### config.mk
export PLATFORM = sky130hd
export DESIGN_NAME = mmu_weight_loader
export DESIGN_NICKNAME = d
export VERILOG_FILES = /design/src/rtl/mmu_pkg.sv /design/src/rtl/mmu_wload_buf.sv /design/src/rtl/mmu_weight_loader.sv
export SDC_FILE = /design/constraint.sdc
export NUM_CORES = 1
export LEC_CHECK = 0
export CORE_ASPECT_RATIO = 1.1
export CORE_UTILIZATION = 53
export DETAILED_ROUTE_END_ITERATION = 8
export PLACE_DENSITY_LB_ADDON = 0.15
export SYNTH_ARGS = -nofsm -noshare
export SYNTH_HDL_FRONTEND = slang
export SYNTH_SLANG_ARGS = --single-unit
### constraint.sdc
create_clock -name clk -period 25.5 [get_ports clk]
set_input_delay 2.55 -clock clk [delete_from_list [all_inputs] [get_ports clk]]
set_output_delay 2.55 -clock clk [all_outputs]
set_load 0.005 [all_outputs]
### src/rtl/mmu_pkg.sv
`default_nettype none
// ============================================================================
// Module : mmu_pkg
// Brief  : Shared state encoding and default geometry for the MMU weight loader.
// Rev    : 1.0  initial release
// ============================================================================
package mmu_pkg;

    localparam int c_default_data_width = 16;
    localparam int c_default_rows       = 8;
    localparam int c_default_cols       = 8;

    typedef enum logic [1:0] {
        IDLE   = 2'd0,
        FILL   = 2'd1,
        SHIFT  = 2'd2,
        COMMIT = 2'd3
    } wload_state_e;

endpackage
`default_nettype wire

### src/rtl/mmu_wload_buf.sv
`default_nettype none
// ============================================================================
// Module : mmu_wload_buf
// Brief  : Weight-row staging buffer, one write port and one registered read
//          port; read data returns to zero whenever no read is requested.
// Rev    : 1.0  initial release
// ============================================================================
module mmu_wload_buf #(
    parameter int WIDTH      = 128,
    parameter int DEPTH      = 8,
    parameter int ADDR_WIDTH = 3
) (
    input  logic                  clk,
    input  logic                  rst,
    input  logic                  wr_en,
    input  logic [ADDR_WIDTH-1:0] wr_addr,
    input  logic [WIDTH-1:0]      wr_data,
    input  logic                  rd_en,
    input  logic [ADDR_WIDTH-1:0] rd_addr,
    output logic [WIDTH-1:0]      rd_data
);

    logic [WIDTH-1:0] r_mem [DEPTH];
    logic [WIDTH-1:0] r_rd_data;

    // Storage is deliberately left out of reset.
    always_ff @(posedge clk) begin
        if (wr_en) begin
            r_mem[wr_addr] <= wr_data;
        end
    end

    always_ff @(posedge clk) begin
        if (rst) begin
            r_rd_data <= '0;
        end else if (rd_en) begin
            r_rd_data <= r_mem[rd_addr];
        end else begin
            r_rd_data <= '0;
        end
    end

    assign rd_data = r_rd_data;

endmodule
`default_nettype wire

### src/rtl/mmu_weight_loader.sv
`default_nettype none
// ============================================================================
// Module : mmu_weight_loader
// Brief  : Buffers one ROWS-deep weight tile, shifts it down the PE columns
//          deepest row first, then pulses commit/done after chain settle.
//          Optional: MMU_WLOAD_PERF_EN adds the stall_cnt output.
// Rev    : 1.0  initial release
// ============================================================================
module mmu_weight_loader
    import mmu_pkg::*;
#(
    parameter int DATA_WIDTH = c_default_data_width,
    parameter int ROWS       = c_default_rows,
    parameter int COLS       = c_default_cols
) (
    input  logic                       clk,
    input  logic                       rst,
    input  logic                       s_valid,
    output logic                       s_ready,
    input  logic [COLS*DATA_WIDTH-1:0] s_data,
    input  logic                       start,
    output logic                       w_wen,
    output logic [COLS*DATA_WIDTH-1:0] w_data,
    output logic                       commit,
    output logic                       busy,
    output logic                       done
`ifdef MMU_WLOAD_PERF_EN
    ,
    output logic [31:0]                stall_cnt
`endif
);

    localparam int c_cw = $clog2(ROWS + 1);
    localparam int c_aw = (ROWS > 1) ? $clog2(ROWS) : 1;
    localparam logic [c_cw-1:0] c_last_row    = c_cw'(ROWS - 1);
    localparam logic [c_cw-1:0] c_commit_last = c_cw'(ROWS);
    localparam logic [c_aw-1:0] c_last_addr   = c_aw'(ROWS - 1);

    wload_state_e    r_state;
    wload_state_e    w_state_nxt;
    logic [c_cw-1:0] r_fill_cnt;
    logic [c_cw-1:0] r_shift_cnt;
    logic [c_cw-1:0] r_commit_cnt;
    logic            r_w_wen;
    logic            w_accept;
    logic [c_aw-1:0] w_rd_addr;

    assign w_accept  = s_valid && s_ready;
    // Read address walks ROWS-1 down to 0 so the deepest PE's row leaves first.
    assign w_rd_addr = c_last_addr - r_shift_cnt[c_aw-1:0];

    always_ff @(posedge clk) begin
        if (rst) begin
            r_state <= IDLE;
        end else begin
            r_state <= w_state_nxt;
        end
    end

    always_comb begin
        w_state_nxt = r_state;
        s_ready     = 1'b0;
        busy        = 1'b1;
        commit      = 1'b0;
        done        = 1'b0;
        case (r_state)
            IDLE: begin
                busy = 1'b0;
                if (start) begin
                    w_state_nxt = FILL;
                end
            end
            FILL: begin
                s_ready = 1'b1;
                if (s_valid && (r_fill_cnt == c_last_row)) begin
                    w_state_nxt = SHIFT;
                end
            end
            SHIFT: begin
                if (r_shift_cnt == c_last_row) begin
                    w_state_nxt = COMMIT;
                end
            end
            COMMIT: begin
                if (r_commit_cnt == c_commit_last) begin
                    commit      = 1'b1;
                    done        = 1'b1;
                    w_state_nxt = IDLE;
                end
            end
            default: begin
                w_state_nxt = IDLE;
            end
        endcase
    end

    always_ff @(posedge clk) begin
        if (rst) begin
            r_fill_cnt   <= '0;
            r_shift_cnt  <= '0;
            r_commit_cnt <= '0;
            r_w_wen      <= 1'b0;
        end else begin
            r_w_wen <= (r_state == SHIFT);

            if (r_state != FILL) begin
                r_fill_cnt <= '0;
            end else if (w_accept) begin
                r_fill_cnt <= r_fill_cnt + 1'b1;
            end

            if (r_state == SHIFT) begin
                r_shift_cnt <= r_shift_cnt + 1'b1;
            end else begin
                r_shift_cnt <= '0;
            end

            if (r_state == COMMIT) begin
                r_commit_cnt <= r_commit_cnt + 1'b1;
            end else begin
                r_commit_cnt <= '0;
            end
        end
    end

    assign w_wen = r_w_wen;

    // The buffer's registered read port doubles as the w_data output register.
    mmu_wload_buf #(
        .WIDTH      (COLS * DATA_WIDTH),
        .DEPTH      (ROWS),
        .ADDR_WIDTH (c_aw)
    ) u_buf (
        .clk     (clk),
        .rst     (rst),
        .wr_en   (w_accept),
        .wr_addr (r_fill_cnt[c_aw-1:0]),
        .wr_data (s_data),
        .rd_en   (r_state == SHIFT),
        .rd_addr (w_rd_addr),
        .rd_data (w_data)
    );

`ifdef MMU_WLOAD_PERF_EN
    logic [31:0] r_stall_cnt;

    always_ff @(posedge clk) begin
        if (rst) begin
            r_stall_cnt <= '0;
        end else if ((r_state == FILL) && !s_valid && (r_stall_cnt != '1)) begin
            r_stall_cnt <= r_stall_cnt + 32'd1;
        end
    end

    assign stall_cnt = r_stall_cnt;
`endif

endmodule
`default_nettype wire
==> impl_metrics.csv <==
group,metric,value,unit
power_and_ir_drop,max-vdd-ir-drop,59.54,uV
routing,avgRoutedWirePerCell,24.62,um
grt,grt_pass1_wl,123.7,mm
setup_path,crit_slowest_cell,"buf_4",
setup_path,reg2regPathDepth,6,
synth,synth-async-reset-ratio,0,%
die,core,78780,um2
grt,grtUsageTotal,20.75,%
clock_network,cts_hold_buf,0,
timing,worstMarginPinSlew,1.017,ns
setup_path,rrSetupSlack,21.59,ns
timing,hold_viol_final,0,
routing,vias_per_cell,5.593,
setup_path,r2r_start,"r_state[1]",
timing,maxSlewViolCount,0,
clock_network,clock_path_buffers,3,
clock_network,clock-sinks,1167,
synth,syn_inst,1838,
synth,synth_top_area_cell,"edfxtp_1",
setup_path,critPathKind,"input pin to register",
setup_path,critPathMostFrequentCell,"buf_4",
synth,yosysTopAreaCellShare,72.90,%
setup_path,start_kind,"input pin",
routing,via_count,18440,
setup_path,path_max_fanout,55,
timing,finalSetupViolCount,0,
clock_network,cts_made_buffers,112,
routing,routed_wirelength,81.16,mm
placement,gp_congestion,0.7392,
timing,fin_tns_setup,0,ns
cells_and_area,fill_cells,5376,
cells_and_area,area_delta_synth_final,18.28,%
synth,syn-num-nets,1979,
cells_and_area,drive_above_1_share,21.05,%
min_path,min_path_cells,1,
min_path,hold_end,"r_commit_cnt[0]",
routing,firstDrtPassIters,5,
synth,avgSynthCellArea,22.95,um2
synth,ys_ff_latch,1167,
clock_network,cts_htree_levels,3,
setup_path,path_cells,"clkdlybuf4s50_1 > nand3_1 > nor2_4 > buf_4 > buf_4",
timing,clock.fmax,176.5,MHz
setup_path,max_stage_delay,0.86,ns
timing,fin_crit,5.666,ns
placement,dp_hpwl,41.90,mm
synth,syn_area,42180,um2
timing,finalCritPeriodShare,22.22,%
routing,drt_iter0_markers,1186,
placement,post-place-ws,19.07,ns
min_path,hold_path_startpoint,"r_commit_cnt[0]",
grt,antenna_found_initial,16,
cells_and_area,final_cell_mix,"edfxtp_1, clkdlybuf4s50_1, mux4_2",
synth,seq_area_frac_synth,79.69,%
setup_path,r2r_end,"u_buf.r_mem[7][93]",
run,cap_viol_max_count,0,
clock_network,root_buffer,"clkbuf_16",
synth,yosysUniqueCellTypes,28,
power_and_ir_drop,p_leak,15.31,nW
setup_path,crit_family,"buffers and inverters",
power_and_ir_drop,p_per_area,84.53,nW/um2
cells_and_area,final_nets,2288,
timing,rsz0062_at_grt,"false",
clock_network,cts_setup_buffers,0,
cells_and_area,multi_input_area,8010,um2
clock_network,cts_tree,"yes",
min_path,holdCritPathClass,"register to register",
synth,ys_top_cells_by_area,"edfxtp_1, mux4_2, dfxtp_1",
clock_network,clk_latency,0.69,ns
synth,yosysWarnings,0,
clock_network,clkTransAtPathRegs,0.06,ns
routing,antenna_left,0,
die,die_y,297.9,um
grt,grt_pass1_vias,20160,
setup_path,worst_setup_path_end_kind,"register",
die,die_area,80710,um2
routing,drc_errors,0,
timing,skew,0.02149,ns
cells_and_area,final_common_cell,"edfxtp_1",
die,rows,108,
setup_path,arrival,5.96,ns
synth,synth_edf_count,1024,
setup_path,worst_ep_required_time,25.79,ns
outcome,outcome,"finished, final reports clean",
die,io_pins,265,
setup_path,path_buf_inv,3,
clock_network,ctsResizeCount,0,
cells_and_area,regArea,33620,um2
grt,globalRouteOverflowTotal,0,
die,start_util,53.54,%
grt,grt_max_degree,136,
synth,synthFlopType,"edfxtp_1",
timing,setup_slack,19.83,ns
placement,io_buffers,264,
die,die_w,271.0,um
timing,maxSlewHeadroom,32.22,%
Yosys cell counts (4+ instances only):
library cell	instances
buf_2	41
xor2_1	4
clkbuf_1	22
mux4_2	256
buf_6	25
mux2i_1	129
dfxtp_1	143
nand2b_1	6
nor2_1	145
edfxtp_1	1024
inv_1	7
ha_1	9
cell families after synthesis:
family          Yosys count  share of synthesized area [%]
xor+xnor                  7                         0.1454
compound gates            7                         0.1157
simple gates            166                          1.584
flops                  1167                          79.69
fa+ha+maj                 9                         0.2670
mux                     385                          16.73
buf+inv                  97                          1.465
how the worst max path moves through the flow:
stage,startpoint,to,slack [ns],cells after the start
after detailed placement,s_valid,u_buf.r_mem[7][23],19.07,5
final,s_valid,u_buf.r_mem[7][93],19.83,5
after CTS,s_valid,u_buf.r_mem[7][27],19.80,5
after global placement,s_valid,u_buf.r_mem[7][23],19.05,5
after global routing,s_valid,u_buf.r_mem[7][93],19.62,5
after floorplan,s_valid,u_buf.r_mem[4][0],13.23,3
routing by layer:
layer | vias to the layer above | wire length [um] | global-route usage, %
li1 | 8144 | - | -
met1 | 9698 | 33610 | 26.75
met2 | 427 | 41230 | 35.23
met3 | 142 | 4054 | 4.248
met4 | 24 | 2101 | 7.129
met5 | - | 158 | 0
flip-flops by register name, indices dropped and copies added, names as in the netlist:
register / count
r_state: 2
u_buf.rd_data: 128
u_buf.r_mem: 1024
r_commit_cnt: 4
r_fill_cnt: 4
w_wen: 1
r_shift_cnt: 4
worst register-to-register path: stages, from the launching register on:
cell	delay, ns
dfxtp_1	0.33
inv_1	0.13
ha_1	0.29
nand3_1	0.34
nor2_4	0.70
buf_4	0.81
buf_4	0.90
power breakdown:
group / switching [W] / leakage [nW] / internal (W)
logic: 0.000142 / 2.97 / 0.000148
registers: 0.0000274 / 10.4 / 0.00214
clock network: 0.000693 / 1.96 / 0.00106
total: 0.000863 / 15.3 / 0.00335
metrics by stage:
step	cell area, um2	utilization, %	total power [W]	std cells	hold slack [ns]
final	49890	63.32	0.004217	3296	0.4839
after global routing	49890	63.32	0.004355	3296	0.5158
after CTS	49880	63.31	0.004265	3292	0.4871
after detailed placement	45870	58.22	0.002511	3078	0.4723
after global placement	45870	58.22	0.002501	3078	0.4397
after floorplan	42180	-	0.002395	1838	0.4300
layout make-up:
type	count	area share [%]
Timing Repair Buffer	285	5.814
Antenna cell	4	0.02006
Clock buffer	150	6.330
Tap cell	1045	2.621
Clock inverter	64	1.706
Multi-Input combinational cell	574	16.06
Sequential cell	1167	67.40
Inverter	7	0.05267
Power figures use the tool's default switching activity.
==> patch: new RTL, same settings <==
Add a define of `MMU_WLOAD_PERF_EN`.
--- a/src/rtl/mmu_weight_loader.sv
+++ b/src/rtl/mmu_weight_loader.sv
@@ -8,2 +8,4 @@
 // ============================================================================
+`define MMU_WLOAD_PERF_EN
+
 module mmu_weight_loader
Function (old outputs only; new: stall_cnt): no difference found for any inputs over 4 cycles, from zero or initial values and one cycle with rst high; that may be too few to reach the edited logic, so the function may still have changed.
==> patch against the original RTL <==
Utilization shrank 0.12 points. Critical endpoint is now u_buf.r_mem[6][88]. Sequential cell count grew 32. Design area grew 3.4%. Wire length grew 8.4%. Final cell count grew 7.6%. Synthesized area grew 3.4%. Power grew 0.30%. Setup slack lost 0.19 ns.
==> patch: results <==
group,metric,value,unit
status,status,"finished, final reports clean",
synth,seq_area_frac_synth,0.785,
global_routing,grt_pass1_wl,132000,um
placement,dpl.hpwl,47300,um
synth,synth-adder-area-share,0.00287,
placement,post-place-cells,3329,
pwr,irDropWorstVdd,0.0671,mV
placement,post_dp_cell_area,47800,sq um
sta,skew,0.0236,ns
synth,avgSynthCellArea,21.4,sq um
synth,synth_area_leaders,"edfxtp_1, mux4_2, dfxtp_1",
synth,synth_xor_xnor_area_share,0.00261,
cts,cts_buffers,114,
routing,drt_iter0_drc,1623,
cts,clk_latency,0.67,ns
routing,wirelength,88000,um
synth,synthTopCellsByCount,"edfxtp_1, mux4_2, dfxtp_1",
cells_and_area,final_cells,3545,
synth,synth_cell_types,44,
setup_path,arrival,6.14,ns
placement,gp_congestion,0.801,
cells_and_area,nNetsFinal,2523,
global_routing,grt_max_degree,130,
placement,port_buffers,296,
global_routing,first_global_vias,21433,
pwr,p_leak,15.8,nW
sta,maxSlewHeadroom,0.203,
routing,via_per_inst,5.76,
synth,synth_compound_area_frac,0.00668,
synth,synth_mux_area_frac,0.164,
setup_path,cp_max_fo,59,
[patch: changes by cell type after synthesis, moves of 10 or more]
cell      before  now
buf_6         25    2
nand3_1        3   14
clkbuf_1      22   49
or4_1          0   10
nor2_1       145  165
buf_2         41   24
a21oi_1        2   18
nand2_1        3   22
dfxtp_1      143  175
buf_1          0   21
[patch: worst paths after layout]
check	end	slack, ns
hold / removal	r_commit_cnt[0]	0.47
hold reg to reg	r_commit_cnt[0]	0.47
setup reg to reg	u_buf.r_mem[6][88]	21.40
setup / recovery	u_buf.r_mem[6][88]	19.64
[patch: where the power goes]
group	total [mW]	internal (mW)	switching, mW	leakage (nW)
registers	2.23	2.20	0.0304	10.6
clock network	1.66	0.974	0.690	1.84
logic	0.339	0.171	0.168	3.33
[patch: cell type report]
type                       instances  area [sq um]
clock inverter                    48           474
clock buffer                     165          3260
multi-input combinational        734          8990
fill                            5545         30000
inverter                          10          37.5
timing repair buffer             322          3220
antenna                            3          7.51
sequential                      1199         34300
tap                             1064          1330
[patch: cells by family after synthesis]
family | Yosys count
AOI/OAI and AO/OA | 47
xor gates and xnor gates | 13
adders and majority gates | 10
buffers and inverters | 107
DFF | 1199
muxes | 393
and+or+nand+nor | 271
[patch: layer usage]
layer,global-route usage,vias to the layer above,part of all wire
li1,-,8974,-
met4,0.0546,28,0.017
met3,0.0454,138,0.059
met2,0.364,540,0.51
met5,0,-,0.0018
met1,0.286,10744,0.41
[patch: through the flow]
step,util,setup slack (ns)
global placement,0.586,18.94
floorplan,-,13.12
detailed placement,0.586,18.91
CTS,0.632,19.62
finish,0.632,19.64
global route,0.632,19.48
